## config.mk

```make
export PLATFORM = sky130hd
export DESIGN_NAME = weighted_sum_mixer_flat
export DESIGN_NICKNAME = d
export VERILOG_FILES = /design/src/rtl/weighted_sum_mixer_if.sv /design/src/rtl/weighted_sum_mixer.sv /design/src/flat_wrapper.sv
export SDC_FILE = /design/constraint.sdc
export NUM_CORES = 1
export LEC_CHECK = 0
export CELL_PAD_IN_SITES_DETAIL_PLACEMENT = 1
export CELL_PAD_IN_SITES_GLOBAL_PLACEMENT = 1
export CORE_MARGIN = 5
export CORE_UTILIZATION = 38
export CTS_BUF_LIST = sky130_fd_sc_hd__clkbuf_16
export DETAILED_ROUTE_END_ITERATION = 7
export PLACE_DENSITY_LB_ADDON = 0.08
export SETUP_SLACK_MARGIN = 0.1
export SLEW_MARGIN = 20
export SYNTH_ARGS = -nofsm -noshare
export SYNTH_HDL_FRONTEND = slang
export SYNTH_SLANG_ARGS = --single-unit
export TNS_END_PERCENT = 50
```

## constraint.sdc

```tcl
create_clock -name clk -period 3.97 [get_ports clk]
set_input_delay 0.397 -clock clk [delete_from_list [all_inputs] [get_ports clk]]
set_output_delay 0.397 -clock clk [all_outputs]
set_load 0.02 [all_outputs]
```

## src/rtl/weighted_sum_mixer_if.sv

```systemverilog
// ----------------------------------------------------------------------------
// weighted_sum_mixer_if
//
// Purpose : groups the sample-strobe/data bus of weighted_sum_mixer.
// Params  : CHANNELS - number of packed 16-bit input channels.
// Signals : audio_clk_en - one-cycle sample strobe (master -> mixer)
//           in           - CHANNELS*16 packed unsigned samples, channel k at
//                          [16k+15:16k] (master -> mixer)
//           out          - mixed 16-bit unsigned sample (mixer -> master)
//           overrun      - sticky overrun flag (mixer -> master)
// Modports: master (upstream/sink side), slave (the mixer itself).
// ----------------------------------------------------------------------------
interface weighted_sum_mixer_if #(
    parameter int CHANNELS = 4
);
    logic                    audio_clk_en;
    logic [CHANNELS*16-1:0]  in;
    logic [15:0]             out;
    logic                    overrun;

    modport master (
        output audio_clk_en,
        output in,
        input  out,
        input  overrun
    );

    modport slave (
        input  audio_clk_en,
        input  in,
        output out,
        output overrun
    );
endinterface

```

## src/rtl/weighted_sum_mixer.sv

```systemverilog
// ----------------------------------------------------------------------------
// weighted_sum_mixer
//
// Purpose : mixes CHANNELS unsigned 16-bit samples into one 16-bit sample
//           using fixed unsigned Q4.12 gains. Inputs are snapshotted on each
//           audio_clk_en strobe; the weighted sum is accumulated serially,
//           one channel per clock, and the finished result is presented on
//           `out` at the following strobe (one sample period of latency).
//
// Ports   : clk    - system clock
//           reset  - synchronous, active-high reset
//           bus    - weighted_sum_mixer_if.slave (audio_clk_en, in, out,
//                    overrun)
//
// Config  : WEIGHTED_SUM_MIXER_SATURATE_EN - when defined, the shifted sum
//           saturates to 16'hFFFF; otherwise its low 16 bits are kept.
// ----------------------------------------------------------------------------
module weighted_sum_mixer #(
    parameter int                      CLOCK_RATE       = 50000000,
    parameter int                      SAMPLE_RATE      = 48000,
    parameter int                      CHANNELS         = 4,
    parameter logic [CHANNELS*16-1:0]  GAINS_12_SHIFTED = {CHANNELS{16'h1000}}
) (
    input  logic                  clk,
    input  logic                  reset,
    weighted_sum_mixer_if.slave   bus
);

    localparam int ACC_W = 32 + $clog2(CHANNELS);
    localparam int CNT_W = (CHANNELS > 1) ? $clog2(CHANNELS) : 1;
    localparam logic [CNT_W-1:0] LAST_CH = CNT_W'(CHANNELS - 1);

    // The serial accumulation needs CHANNELS idle cycles after each strobe.
    generate
        if (CHANNELS < 1 || CHANNELS > 16) begin : g_bad_channels
            $error("weighted_sum_mixer: CHANNELS must be in 1..16");
        end
        if (CHANNELS + 1 > CLOCK_RATE / SAMPLE_RATE) begin : g_bad_rate
            $error("weighted_sum_mixer: CHANNELS+1 exceeds clocks per sample");
        end
    endgenerate

    typedef enum logic [1:0] {
        IDLE  = 2'd0,
        ACCUM = 2'd1,
        DONE  = 2'd2
    } state_e;

    state_e                  state_q,   state_d;
    logic [ACC_W-1:0]        acc_q,     acc_d;
    logic [CNT_W-1:0]        cnt_q,     cnt_d;
    logic [15:0]             result_q,  result_d;
    logic [CHANNELS*16-1:0]  snap_q,    snap_d;
    logic [15:0]             out_q,     out_d;
    logic                    overrun_q, overrun_d;

    logic [15:0]             snap_k;
    logic [15:0]             gain_k;
    logic [31:0]             prod;
    logic [ACC_W-1:0]        acc_sum;

    // Full-width product of the channel selected by the counter.
    always_comb begin
        snap_k  = snap_q[16*cnt_q +: 16];
        gain_k  = GAINS_12_SHIFTED[16*cnt_q +: 16];
        prod    = 32'(snap_k) * 32'(gain_k);
        acc_sum = acc_q + ACC_W'(prod);
    end

    always_comb begin
        // NOTE: every output of this block gets a default first, so no path
        // leaves a variable unassigned and no latch is inferred.
        state_d   = state_q;
        acc_d     = acc_q;
        cnt_d     = cnt_q;
        result_d  = result_q;
        snap_d    = snap_q;
        out_d     = out_q;
        overrun_d = overrun_q;

        if (bus.audio_clk_en) begin
            // Any strobe (re)starts accumulation on fresh inputs; a strobe
            // that interrupts ACCUM flags overrun and leaves `out` alone.
            snap_d  = bus.in;
            acc_d   = '0;
            cnt_d   = '0;
            state_d = ACCUM;
            if (state_q == ACCUM) begin
                overrun_d = 1'b1;
            end else begin
                out_d = result_q;
            end
        end else if (state_q == ACCUM) begin
            acc_d = acc_sum;
            cnt_d = cnt_q + 1'b1;
            if (cnt_q == LAST_CH) begin
`ifdef WEIGHTED_SUM_MIXER_SATURATE_EN
                // Anything at or above bit 28 means (sum >> 12) > 16'hFFFF.
                result_d = (acc_sum[ACC_W-1:28] != '0) ? 16'hFFFF
                                                       : acc_sum[27:12];
`else
                result_d = acc_sum[27:12];
`endif
                state_d  = DONE;
            end
        end
    end

    always_ff @(posedge clk) begin
        // NOTE: sequential state uses non-blocking assignments so every flop
        // samples the pre-edge values regardless of statement order.
        if (reset) begin
            state_q   <= IDLE;
            acc_q     <= '0;
            cnt_q     <= '0;
            result_q  <= '0;
            snap_q    <= '0;
            out_q     <= '0;
            overrun_q <= 1'b0;
        end else begin
            state_q   <= state_d;
            acc_q     <= acc_d;
            cnt_q     <= cnt_d;
            result_q  <= result_d;
            snap_q    <= snap_d;
            out_q     <= out_d;
            overrun_q <= overrun_d;
        end
    end

    assign bus.out     = out_q;
    assign bus.overrun = overrun_q;

endmodule

```

## src/flat_wrapper.sv

```systemverilog
// flat-port wrapper written by rule: the top's interface ports become plain ports
module weighted_sum_mixer_flat 
#(
    parameter int                      CLOCK_RATE       = 50000000,
    parameter int                      SAMPLE_RATE      = 48000,
    parameter int                      CHANNELS         = 4,
    parameter logic [CHANNELS*16-1:0]  GAINS_12_SHIFTED = {CHANNELS{16'h1000}}
)
  (clk, reset, bus_audio_clk_en, bus_in, bus_out, bus_overrun);
  weighted_sum_mixer_if #(.CHANNELS(CHANNELS)) bus_i ();
  input  logic clk;
  input  logic reset;
  input wire logic [$bits(bus_i.audio_clk_en)-1:0] bus_audio_clk_en;
  input wire logic [$bits(bus_i.in)-1:0] bus_in;
  output wire logic [$bits(bus_i.out)-1:0] bus_out;
  output wire logic [$bits(bus_i.overrun)-1:0] bus_overrun;
  assign bus_i.audio_clk_en = bus_audio_clk_en;
  assign bus_i.in = bus_in;
  assign bus_out = bus_i.out;
  assign bus_overrun = bus_i.overrun;
  weighted_sum_mixer #(.CLOCK_RATE(CLOCK_RATE), .SAMPLE_RATE(SAMPLE_RATE), .CHANNELS(CHANNELS), .GAINS_12_SHIFTED(GAINS_12_SHIFTED)) u_core (.clk(clk), .reset(reset), .bus(bus_i));
endmodule
```

; Yosys cells after proc, flatten, opt, wreduce, memory -nomap -nowiden
; Cells that the tools add are included.
[classes]
bitwise_logic = 2
div = 0
n_reduce_logical = 8
magnitude_cmp = 0
mux = 3
n_mul = 1
shift = 2
eq_ne = 2
add_sub_neg = 2
[ops]
columns = operator, n
row1 = $shiftx 64x7->16, 1
row2 = $shiftx 64x7->16 const A, 1
row3 = $add 34x32->34, 1
row4 = $mul 16x16->32, 1
row5 = $reduce_and 2->1, 4
row6 = $reduce_bool 2->1, 2
row7 = $mux 1, 3
row8 = $reduce_and 3->1, 1
row9 = $add 2x1->2 const B, 1
row10 = $eq 2x1->1 const B, 1
row11 = $eq 2x2->1 const B, 1
row12 = $not 1->1, 2
row13 = $reduce_or 2->1, 1
[word_totals]
mem_bits_ro = 0
wordCells = 28
output_inout_bits = 17
ramBits = 0
in_bits = 67
mem_count = 0
latch_bits = 0
ff_bits = 135

; Logic depth before layout (Yosys ltp)
[depth]
word_depth = 4
ltp_mapped = 13
depth_no_buf = 11

; Worst setup path after synthesis
; Ideal clock, no wire load.
[synth_path]
path_type = reg-to-reg
startpoint = register u_core.cnt_q[0]
endpoint = register u_core.result_q[14]
stages_incl_launch_ff = 14
required_ns = 3.850
path_buffers = 2
slack_ns = 0.259
arrival_time_ns = 3.591
setup_time_ns = 0.120
cell_sequence = dfxtp_1 -> buf_6 -> buf_2 -> mux4_2 -> ha_1 -> ha_1 -> ha_1 -> fa_1 -> a21o_1 -> a21oi_1 -> o221ai_2 -> a31oi_1 -> nor4_1 -> a211o_1
[synth_via]
elab_chain_cells = 3
elab_cells_between_ends = 6
cone_classes = add/sub (1) / mul (1) / eq/ne (1) / shift (2) / reduce/logical (1)
[synth_rtl]
columns = item, line
row1 = from (decl), weighted_sum_mixer.sv:51  ; logic [CNT_W-1:0] cnt_q, cnt_d;
row2 = from (signal assigned), weighted_sum_mixer.sv:123  ; cnt_q <= cnt_d;
row3 = "$shiftx 64x7->16, on equally long branches", "weighted_sum_mixer.sv:64, weighted_sum_mixer.sv:65"
row4 = $mul 16x16->32, weighted_sum_mixer.sv:66  ; prod = 32'(snap_k) * 32'(gain_k);
row5 = $add 34x32->34, weighted_sum_mixer.sv:67  ; acc_sum = acc_q + ACC_W'(prod);
row6 = to (signal assigned), weighted_sum_mixer.sv:124  ; result_q <= result_d;
row7 = to (decl), weighted_sum_mixer.sv:52  ; logic [15:0] result_q, result_d;
; Parallel ways exist; a longest one is shown, timed or not.
; A chain may end at the register's enable or synchronous reset.

; Final worst setup path
; Same ends and word-level chain as after synthesis.

==> impl_metrics.ini <==
[outcome]
status = finished clean

[die]
start_util_pct = 38.3
die_x_um = 130
dieArea_um2 = 17000
core_um2 = 14400
num_rows = 44
die_y_um = 130
num_io_pins = 84

[clocking]
cts_tree = built
cts_max_level = 4
clockBufferDepth = 2
path_clk_slew_ns = 0.05
cts_buffers = 17
worstSkewPairLatency_ns = 0.41
clockRootBuffer = clkbuf_16
cts.sinks = 117

[global_route]
grt_util_met2_pct = 27.5
grt_max_degree = 65
antenna_found_initial = 0
top_usage_layer = met2
grt_pass1_vias = 4479
grt_pass1_wl_um = 22300
grt_overflow = 0
use_met3_pct = 4.09
grt_usage_pct = 16.9
use_met1_pct = 21.7

[sta]
fin_tns_setup_ns = 0
hold_viol = 0
max_freq_mhz = 274
worst_slack_ns = 0.321
worstMarginPinSlew_ns = 0.931
fin_worst_skew_ns = 0.00827
final.period_utilization_pct = 91.9
setup-violations-final = 0
finalCriticalPeriod_ns = 3.65
slew_headroom_pct = 37.8
rsz0062_at_grt = false
drv_slew = 0

[synthesis]
synth-simple-area-share_pct = 14.8
async_reset_ff_share_pct = 0
ys.flop_type = dfxtp_1
yosys_warnings = 0
syn-cell-area_um2 = 5500
synth_area_per_cell_um2 = 9.65
synth_cell_type_count = 48
syn_inst = 570
synth_mux_area_share_pct = 18.5
yosysSeqAreaShare_pct = 42.6
synth_top_family_by_area = multiplexers
synthesis.nets = 681
synth_adder_area_share_pct = 10.2
synth_compound_area_share_pct = 8.63
synth-edff-count = 0
synth.ff_latch_count = 117
synth_xor_area_share_pct = 2.21

[final_layout]
area_growth_pct = 26.5
fin_cells = 835
drive_above_1_share_pct = 7.37
final_common_cell = dfxtp_1
multiInputGateArea_um2 = 2990
num_antenna_cells = 0
n_fill_cell = 1626
fin_nets = 752
final_cell_mix = dfxtp_1 (116), nor2_1 (90), clkdlybuf4s50_1 (81)
seq_area_um2 = 2340

[run]
maxCapViolations = 0

[setup_path]
crit_type = flip-flop to flip-flop
critPathTopFamily = compound AO/OA/AOI/OAI gates
cp-end-kind = flip-flop
cp-start-kind = flip-flop
critPathMaxStageDelay_ns = 0.54
crit_path_max_fanout = 5
cp.required_ns = 4.26
cp.buffers_inverters = 0
slowest_stage = mux4_2
crit_top_cell = ha_1
cp.arrival_ns = 3.94
cp_cell_sequence = mux4_2 -> ha_1 -> ha_1 -> ha_1 -> fa_1 -> a21o_1 -> a21oi_1 -> o221ai_2 -> a31oi_1 -> nor4_1 -> a211o_1

[routing]
wl_per_cell_um = 16.2
drtIter0Drc = 116
drtAntennaViolNets = 0
drc = 0
drt-pass1-iter-count = 4
vias_per_cell = 5.08
dr_total_vias = 4241
wirelength_um = 13500

[min_path]
hp-class = input pin to flip-flop

[power_and_ir_drop]
power_density_nw_per_um2 = 413
power_uw = 2870
leakagePower_uw = 0.00292
vdd_drop_max_uv = 297

[placed_design]
place_inst = 806
port_buffers = 83
post-place-ws_ns = 0.191
gp_congestion = 0.833
hpwl_um = 10000
what timing repair did:
action | 4_1_cts | 5_1_grt
setup buffers | 0 | 0
endpoints found under the setup margin | 0 | 2
resized for setup | 0 | 1
hold buffers | 0 | 0
final timing paths:
path	start	slack [ns]	cells after the start	end
worst min register to register	u_core.bus.out[13]	0.45	2	u_core.bus.out[13]
worst min-delay path	reset	0.39	2	u_core.snap_q[45]
worst max-delay path	u_core.cnt_q[0]	0.32	11	u_core.result_q[14]
worst max register to register	u_core.cnt_q[0]	0.32	11	u_core.result_q[14]
area by class of cell:
cell class	instances	share of cell area [%]
tap	184	3.31
inverter	2	0.108
timing repair buffer	89	12.7
clock buffer	17	6.12
multi-input combinational	414	43.0
clock inverter	12	1.10
sequential	117	33.7
per-layer routing:
layer / vias to the layer above / part of all wire (%)
met2: 69 / 48
met3: 20 / 3.3
li1: 2135 / -
met1: 2017 / 47
met4: 0 / 1.7
met5: - / 0
logic make-up (layout without fill, tap and decap cells):
group | Yosys count | after routing
DFF | 117 | 117
buffers and inverters | 39 | 120
adders and majority gates | 44 | 44
muxes | 80 | 80
and+or+nand+nor | 199 | 199
AOI/OAI and AO/OA | 78 | 78
xor gates and xnor gates | 13 | 13
worst reg2reg max path, stage by stage (launching register included):
cell      delay (ns)
dfxtp_2         0.43
mux4_2          0.54
ha_1            0.30
ha_1            0.30
ha_1            0.23
fa_1            0.41
a21o_1          0.21
a21oi_1         0.30
o221ai_2        0.17
a31oi_1         0.33
nor4_1          0.08
a211o_1         0.25
flip-flops by register name, indices dropped and copies added (netlist names):
| signal | flops |
|---|---|
| u_core.cnt_q | 2 |
| u_core.bus.overrun | 1 |
| u_core.result_q | 16 |
| u_core.bus.out | 16 |
| u_core.snap_q | 64 |
| u_core.acc_q | 16 |
| u_core.state_q | 2 |
report_power, final:
part | leakage (uW) | total, uW | switching, uW | internal, uW
clock | 0.000253 | 1320 | 494 | 823
sequential | 0.000957 | 1250 | 27.5 | 1220
combinational | 0.00171 | 305 | 150 | 155
per-stage QoR:
step	hold slack, ns	utilization (%)	cell area, um^2
after floorplan	0.432	-	5500
after global placement	0.442	44.9	6450
after detailed placement	0.448	44.9	6450
after CTS	0.385	48.4	6960
after global routing	0.405	48.4	6960
final	0.393	48.4	6960
cell usage after synthesis (all sizes together), types with 2 or more instances:
library cell	n	share of area [%]
xnor2	9	1.6
a21o	2	0.27
nor3	8	0.73
and3	2	0.23
nand2b	3	0.34
nand2	78	5.3
xor2	4	0.64
ha	43	9.8
clkbuf	21	1.5
nand3	4	0.36
buf	16	1.5
dfxtp	117	43
or2	2	0.23
mux2i	64	12
nor4	2	0.23
o21ai	5	0.52
nor2	91	6.3
a21oi	49	4.5
nand4	2	0.23
mux4	16	6.9
a211oi	7	0.96
nor2b	3	0.34
o21a	2	0.27
a31oi	4	0.57
inv	2	0.14
No activity file was read; power rests on OpenSTA's default activity.
